--- src/rtl/run_ctrl_pkg.sv ---
// Shared types and helpers for the nRisc run controller.
package run_ctrl_pkg;

  localparam logic [7:0] DEFAULT_HALT_OPCODE = 8'h00;

  typedef enum logic [2:0] {
    ST_IDLE    = 3'd0,
    ST_CLEAR   = 3'd1,
    ST_RUN     = 3'd2,
    ST_PAUSED  = 3'd3,
    ST_HALTED  = 3'd4,
    ST_TIMEOUT = 3'd5
  } run_state_e;

  // Registered status bits presented to the bench / debug port
  typedef struct packed {
    logic cpu_rst;
    logic busy;
    logic halted;
    logic timed_out;
    logic bkpt_hit;
  } run_status_t;

  function automatic int unsigned bkpt_idx_w(input int unsigned n);
    return (n > 1) ? $clog2(n) : 1;
  endfunction

  function automatic logic is_busy(input run_state_e s);
    return (s == ST_CLEAR) || (s == ST_RUN) || (s == ST_PAUSED);
  endfunction

endpackage

--- src/rtl/bkpt_match.sv ---
// Parallel PC breakpoint comparators with a lowest-index-wins priority encoder.
module bkpt_match
  import run_ctrl_pkg::*;
#(
  parameter int unsigned PC_W     = 8,
  parameter int unsigned NUM_BKPT = 2,
  localparam int unsigned IDX_W   = bkpt_idx_w(NUM_BKPT)
) (
  input  logic [PC_W-1:0]          pc,
  input  logic [NUM_BKPT-1:0]      bkpt_en,
  input  logic [NUM_BKPT*PC_W-1:0] bkpt_addr,
  output logic                     hit,
  output logic [IDX_W-1:0]         idx
);

  logic [NUM_BKPT-1:0] match;

  always_comb begin : compare
    match = '0;
    for (int i = 0; i < int'(NUM_BKPT); i++) begin
      match[i] = bkpt_en[i] && (pc == bkpt_addr[i*PC_W +: PC_W]);
    end
  end

  // Scan from the top so the lowest matching comparator is the one left standing
  always_comb begin : encode
    hit = 1'b0;
    idx = '0;
    for (int i = int'(NUM_BKPT) - 1; i >= 0; i--) begin
      if (match[i]) begin
        hit = 1'b1;
        idx = IDX_W'(i);
      end
    end
  end

endmodule

--- src/rtl/run_controller.sv ---
// Execution controller for the nRisc core: reset release, per-cycle gating,
// cycle counting, and stop on halt opcode, breakpoint or timeout.
module run_controller
  import run_ctrl_pkg::*;
#(
  parameter int unsigned        PC_W        = 8,
  parameter int unsigned        INSTR_W     = 8,
  parameter int unsigned        CNT_W       = 16,
  parameter logic [INSTR_W-1:0] HALT_OPCODE = INSTR_W'(DEFAULT_HALT_OPCODE),
  parameter int unsigned        NUM_BKPT    = 2,
  parameter int unsigned        MAX_CYCLES  = 1000,
  localparam int unsigned       IDX_W       = bkpt_idx_w(NUM_BKPT)
) (
  input  logic                     clk,
  input  logic                     rst_n,
  input  logic                     start,
  input  logic                     abort,
  input  logic                     step_mode,
  input  logic                     step,
  input  logic [PC_W-1:0]          pc,
  input  logic [INSTR_W-1:0]       instrucao,
  input  logic [NUM_BKPT-1:0]      bkpt_en,
  input  logic [NUM_BKPT*PC_W-1:0] bkpt_addr,
  output logic                     cpu_enable_c,
  output logic                     cpu_rst,
  output logic                     busy,
  output logic                     halted,
  output logic                     timed_out,
  output logic                     bkpt_hit,
  output logic [IDX_W-1:0]         bkpt_idx,
  output logic [CNT_W-1:0]         cycle_count
);

  localparam logic [CNT_W-1:0] MAX_CNT = CNT_W'(MAX_CYCLES);
  localparam logic [CNT_W-1:0] CNT_SAT = {CNT_W{1'b1}};

  run_state_e        state_q, state_d;
  run_status_t       status_q, status_d;
  logic [IDX_W-1:0]  bkpt_idx_q, bkpt_idx_d;
  logic [CNT_W-1:0]  cnt_q, cnt_d;
  logic              skip_q, skip_d;

  logic              match_hit;
  logic [IDX_W-1:0]  match_idx;
  logic              halt_c, bkpt_c, tmo_c, stop_c, exec_req_c;

  bkpt_match #(
    .PC_W     (PC_W),
    .NUM_BKPT (NUM_BKPT)
  ) u_bkpt_match (
    .pc        (pc),
    .bkpt_en   (bkpt_en),
    .bkpt_addr (bkpt_addr),
    .hit       (match_hit),
    .idx       (match_idx)
  );

  // Stop conditions for the instruction currently presented by the core
  always_comb begin : stop_decode
    halt_c     = (instrucao == HALT_OPCODE);
    bkpt_c     = match_hit && !skip_q;
    tmo_c      = (MAX_CYCLES != 0) && (cnt_q == MAX_CNT);
    stop_c     = halt_c || bkpt_c || tmo_c;
    exec_req_c = (state_q == ST_RUN) || ((state_q == ST_PAUSED) && step);
  end

  assign cpu_enable_c = exec_req_c && !stop_c && !abort;

  always_comb begin : next_state
    state_d    = state_q;
    status_d   = status_q;
    bkpt_idx_d = bkpt_idx_q;
    cnt_d      = cnt_q;
    skip_d     = skip_q;

    // The skip only has to cover the first instruction executed after a breakpoint pause
    if (cpu_enable_c) begin
      if (cnt_q != CNT_SAT) begin
        cnt_d = cnt_q + CNT_W'(1);
      end
      skip_d = 1'b0;
    end

    if (abort) begin
      state_d            = ST_IDLE;
      status_d.halted    = 1'b0;
      status_d.timed_out = 1'b0;
      status_d.bkpt_hit  = 1'b0;
      bkpt_idx_d         = '0;
      skip_d             = 1'b0;
    end else begin
      unique case (state_q)
        ST_IDLE: begin
          if (start) state_d = ST_CLEAR;
        end
        ST_CLEAR: begin
          state_d = step_mode ? ST_PAUSED : ST_RUN;
        end
        ST_RUN, ST_PAUSED: begin
          if (exec_req_c) begin
            status_d.bkpt_hit = 1'b0;
            if (halt_c) begin
              state_d         = ST_HALTED;
              status_d.halted = 1'b1;
            end else if (bkpt_c) begin
              state_d           = ST_PAUSED;
              status_d.bkpt_hit = 1'b1;
              bkpt_idx_d        = match_idx;
              skip_d            = 1'b1;
            end else if (tmo_c) begin
              state_d            = ST_TIMEOUT;
              status_d.timed_out = 1'b1;
            end
          end else if ((state_q == ST_PAUSED) && start && !step_mode) begin
            state_d           = ST_RUN;
            status_d.bkpt_hit = 1'b0;
          end
        end
        ST_HALTED, ST_TIMEOUT: begin
          if (start) state_d = ST_CLEAR;
        end
        default: state_d = ST_IDLE;
      endcase
    end

    // Entering CLEAR starts a fresh run
    if (state_d == ST_CLEAR) begin
      cnt_d              = '0;
      status_d.halted    = 1'b0;
      status_d.timed_out = 1'b0;
      status_d.bkpt_hit  = 1'b0;
      bkpt_idx_d         = '0;
      skip_d             = 1'b0;
    end

    status_d.cpu_rst = (state_d == ST_CLEAR);
    status_d.busy    = is_busy(state_d);
  end

  always_ff @(posedge clk or negedge rst_n) begin : regs
    if (!rst_n) begin
      state_q    <= ST_IDLE;
      status_q   <= '0;
      bkpt_idx_q <= '0;
      cnt_q      <= '0;
      skip_q     <= 1'b0;
    end else begin
      state_q    <= state_d;
      status_q   <= status_d;
      bkpt_idx_q <= bkpt_idx_d;
      cnt_q      <= cnt_d;
      skip_q     <= skip_d;
    end
  end

  assign cpu_rst     = status_q.cpu_rst;
  assign busy        = status_q.busy;
  assign halted      = status_q.halted;
  assign timed_out   = status_q.timed_out;
  assign bkpt_hit    = status_q.bkpt_hit;
  assign bkpt_idx    = bkpt_idx_q;
  assign cycle_count = cnt_q;

endmodule

--- config.mk ---
export PLATFORM = sky130hd
export DESIGN_NAME = run_controller
export DESIGN_NICKNAME = d
export VERILOG_FILES = /design/src/rtl/run_ctrl_pkg.sv /design/src/rtl/bkpt_match.sv /design/src/rtl/run_controller.sv
export SDC_FILE = /design/constraint.sdc
export NUM_CORES = 1
export LEC_CHECK = 0
export CELL_PAD_IN_SITES_DETAIL_PLACEMENT = 0
export CELL_PAD_IN_SITES_GLOBAL_PLACEMENT = 1
export CORE_MARGIN = 2
export CORE_UTILIZATION = 29
export DETAILED_ROUTE_END_ITERATION = 8
export PLACE_DENSITY = 0.88
export SLEW_MARGIN = 10
export SYNTH_ARGS = -nofsm -noshare
export SYNTH_HDL_FRONTEND = slang
export SYNTH_SLANG_ARGS = --single-unit
--- constraint.sdc ---
create_clock -name clk -period 1.9 [get_ports clk]
set_input_delay 0.38 -clock clk [delete_from_list [all_inputs] [get_ports clk]]
set_output_delay 0.38 -clock clk [all_outputs]
set_load 0.05 [all_outputs]
==> metrics.csv <==
stage,metric,value,unit
layout,multi_input_area,1130,sq um
layout,diodes,0,
die,dieWidth,79.4,um
setup_path,cp.required,1.52,ns
layout,regArea,662,sq um
synth,synthMuxAreaShare,0.00607,
cts,clk_pin_slew,0.10,ns
sta,max_slew_margin,0.667,
synth,ys_seq_area_frac,0.395,
job,drv_cap,0,
synth,synth-async-reset-ratio,1.00,
synth,ys_types,37,
die,start_util,0.299,
synth,synth-main-ff-cell,dfrtp_1,
sta,finalSetupViolations,24,
grt,grt_pass1_wl,8.77,mm
sta,fin_skew,0.00841,ns
layout,nNetsFinal,353,
detailed_routing,totalWireLength,5.26,mm
layout,post_route_cells_drive_above_1_share,0.423,
sta,period_minus_slack,2.20,ns
synth,yosys_warnings,0,
run_status,violations,negative setup slack,
sta,fmax,455,MHz
synth,avgSynthCellArea,8.81,sq um
pwr,ir_worst_vdd,0.479,mV
cts,ctsHtreeMaxLevel,1,
cts,clock-root-buffer,clkbuf_8,
setup_path,cp.arrival,1.82,ns
detailed_routing,wl_per_cell,13.8,um
die,ios,63,
sta,maxSlewViolCount,0,
synth,synth-seq-cells,26,
run_status,status,"complete, but fails checks",
synth,synth_compound_area_frac,0.0653,
grt,grt_max_degree,27,
detailed_routing,drcViolationCount,0,
pwr,power,0.00170,W
grt,first_global_vias,1927,
synth,synthSimpleGateAreaFrac,0.312,
setup_path,start_kind,register,
sta,min_period_over_period,1.16,
placed_design,routabilityCongestion,0.797,
die,die_h,79.4,um
placed_design,numPortBuffers,62,
grt,antenna_found_initial,0,
synth,yosys.area_share.adder,0.0152,
layout,nFillCells,491,
setup_path,worstSetupEndpointType,output pin,
setup_path,cp_max_fo,2,
synth,syn_area,1650,sq um
worst_hold_path,hold_path.class,in -> async,
detailed_routing,route.vias.total,1826,
detailed_routing,routed_via_density,4.78,
layout,final_util,0.554,
layout,area_growth,85.0,%
pwr,powerDensity,558,nW/um^2
synth,synth_xor_area_frac,0.165,
cts,cts.path.max_buffers,2,
placed_design,place_ws,-0.725,ns
grt,grt_overflow,0,
cts,cts_sinks,26,
cts,tritoncts,yes,
grt,grt.total_usage,0.173,
synth,postSynthCellCount,187,
sta,whs,0.475,ns
synth,synth_top_family_by_area,simple AND/OR/NAND/NOR gates,
sta,rsz0062_at_grt,true,
die,core,5510,sq um
sta,fin_tns_setup,-4.87,ns
sta,final_hold_viol_count,0,
sta,worst_slack,-0.295,ns
setup_path,critical_path_class,reg -> out,
setup_path,regToRegSetupSlack,-0.23,ns
sta,worstMarginPinSlew,0.498,ns
pwr,power_leakage,1.42,nW
detailed_routing,drt-pass1-iter-count,4,
die,dieArea,6300,sq um
synth,synth_edf_count,0,
detailed_routing,drtIter0Drc,82,
placed_design,dp_hpwl,3.74,mm
die,row_count,27,
cts,cts_buffers,3,
synth,synth_nets,229,
cts,insertion_delay,0.27,ns
detailed_routing,postRouteAntennaNets,0,
## layer usage
metal | share of wire | wire length [um] | GRT usage
met3 | 0.063 | 334 | 0.0305
met1 | 0.43 | 2250 | 0.213
met4 | 0.017 | 87 | 0.0534
met2 | 0.49 | 2590 | 0.308
met5 | 0 | 0 | 0
## synthesized netlist by cell type, types with 2 or more instances
cell | count | area share
nor4_1 | 5 | 0.019
ha_1 | 2 | 0.015
a21oi_1 | 5 | 0.015
nand3_1 | 9 | 0.027
xnor2_1 | 15 | 0.080
clkbuf_1 | 2 | 0.0046
xor2_1 | 16 | 0.085
a31o_2 | 2 | 0.011
nor2b_1 | 3 | 0.011
nor3b_1 | 2 | 0.0091
nand2b_1 | 4 | 0.015
dfrtp_1 | 26 | 0.39
buf_6 | 2 | 0.014
inv_1 | 9 | 0.020
nor4b_1 | 3 | 0.016
nor2_1 | 33 | 0.075
nand2_1 | 13 | 0.030
nor3_1 | 13 | 0.039
nand4_1 | 5 | 0.019
## placed cells by master (no fill, tap or decap), types with 2 or more instances in the layout
master,count
buf_12,2
nor3_4,2
xor2_1,16
nand4_1,5
clkbuf_8,4
buf_6,5
xnor2_1,15
nor2b_2,2
nand2_1,13
dfrtp_2,9
inv_1,5
a21oi_1,3
nor3_2,6
inv_2,3
dlymetal6s2s_1,8
clkdlybuf4s50_1,13
nand3_1,8
nor3_1,7
nor4b_2,2
nor2_1,32
a21oi_2,2
dlygate4sd2_1,17
clkdlybuf4s15_1,3
buf_4,76
dfrtp_1,17
nor4_4,3
nand2b_1,3
## per-stage QoR
stage                     instances  instance area (sq um)
after floorplan                 187                   1700
after global placement          362                   2680
after detailed placement        362                   2680
after CTS                       376                   2940
after global routing            382                   3050
final                           382                   3050
## critical path: stages (launching register included)
cell	delay, ns
dfrtp_2	0.42
inv_2	0.08
ha_4	0.13
nor4bb_4	0.21
nand4b_1	0.16
nand2_1	0.13
nand4b_4	0.16
clkinvlp_4	0.11
buf_12	0.15
## flip-flops by register name, indices dropped and copies added, names as in the netlist
signal	count
bkpt_hit	1
bkpt_idx	1
busy	1
cpu_rst	1
cycle_count	16
halted	1
skip_q	1
state_q	3
timed_out	1
## worst paths after layout
check / startpoint / endpoint / cells after the start
min in group clk: timed_out / timed_out / 2
worst max register to register: cycle_count[1] / cycle_count[8] / 10
max in group asynchronous: rst_n / cycle_count[9] / 2
worst min register to register: timed_out / timed_out / 2
worst min-delay path: rst_n / skip_q / 2
worst max-delay path: cycle_count[1] / cpu_enable_c / 8
## area by class of cell
cell class,instances,share of cell area
timing repair buffer,124,0.353
clock buffer,4,0.0181
tap,72,0.0296
sequential,26,0.217
multi-input combinational,147,0.370
inverter,9,0.0123
## where the power goes
part / leakage, nW / total (W) / internal, W / switching [W]
combinational: 1.04 / 0.000721 / 0.000368 / 0.000353
clock: 0.0288 / 0.000370 / 0.000185 / 0.000184
sequential: 0.345 / 0.000611 / 0.000589 / 0.0000226
## cell families (layout without fill, tap and decap cells)
| group | after synthesis | count (layout) |
|---|---|---|
| multiplexers | 1 | 1 |
| AND/OR/NAND/NOR | 98 | 98 |
| AO/OA/AOI/OAI | 15 | 15 |
| adder cells (fa/ha/maj) | 2 | 2 |
| buffers and inverters | 14 | 137 |
| flip-flops | 26 | 26 |
| XOR/XNOR | 31 | 31 |
## what timing repair did
action                                 CTS  global route
endpoints found under the hold margin    0             0
resized for setup                       49            17
buffers inserted                        11             7
pin swaps                               13            11
hold buffers                             0             0
setup endpoints to repair               26            26
Note: power is estimated with default switching activity, not from simulation.
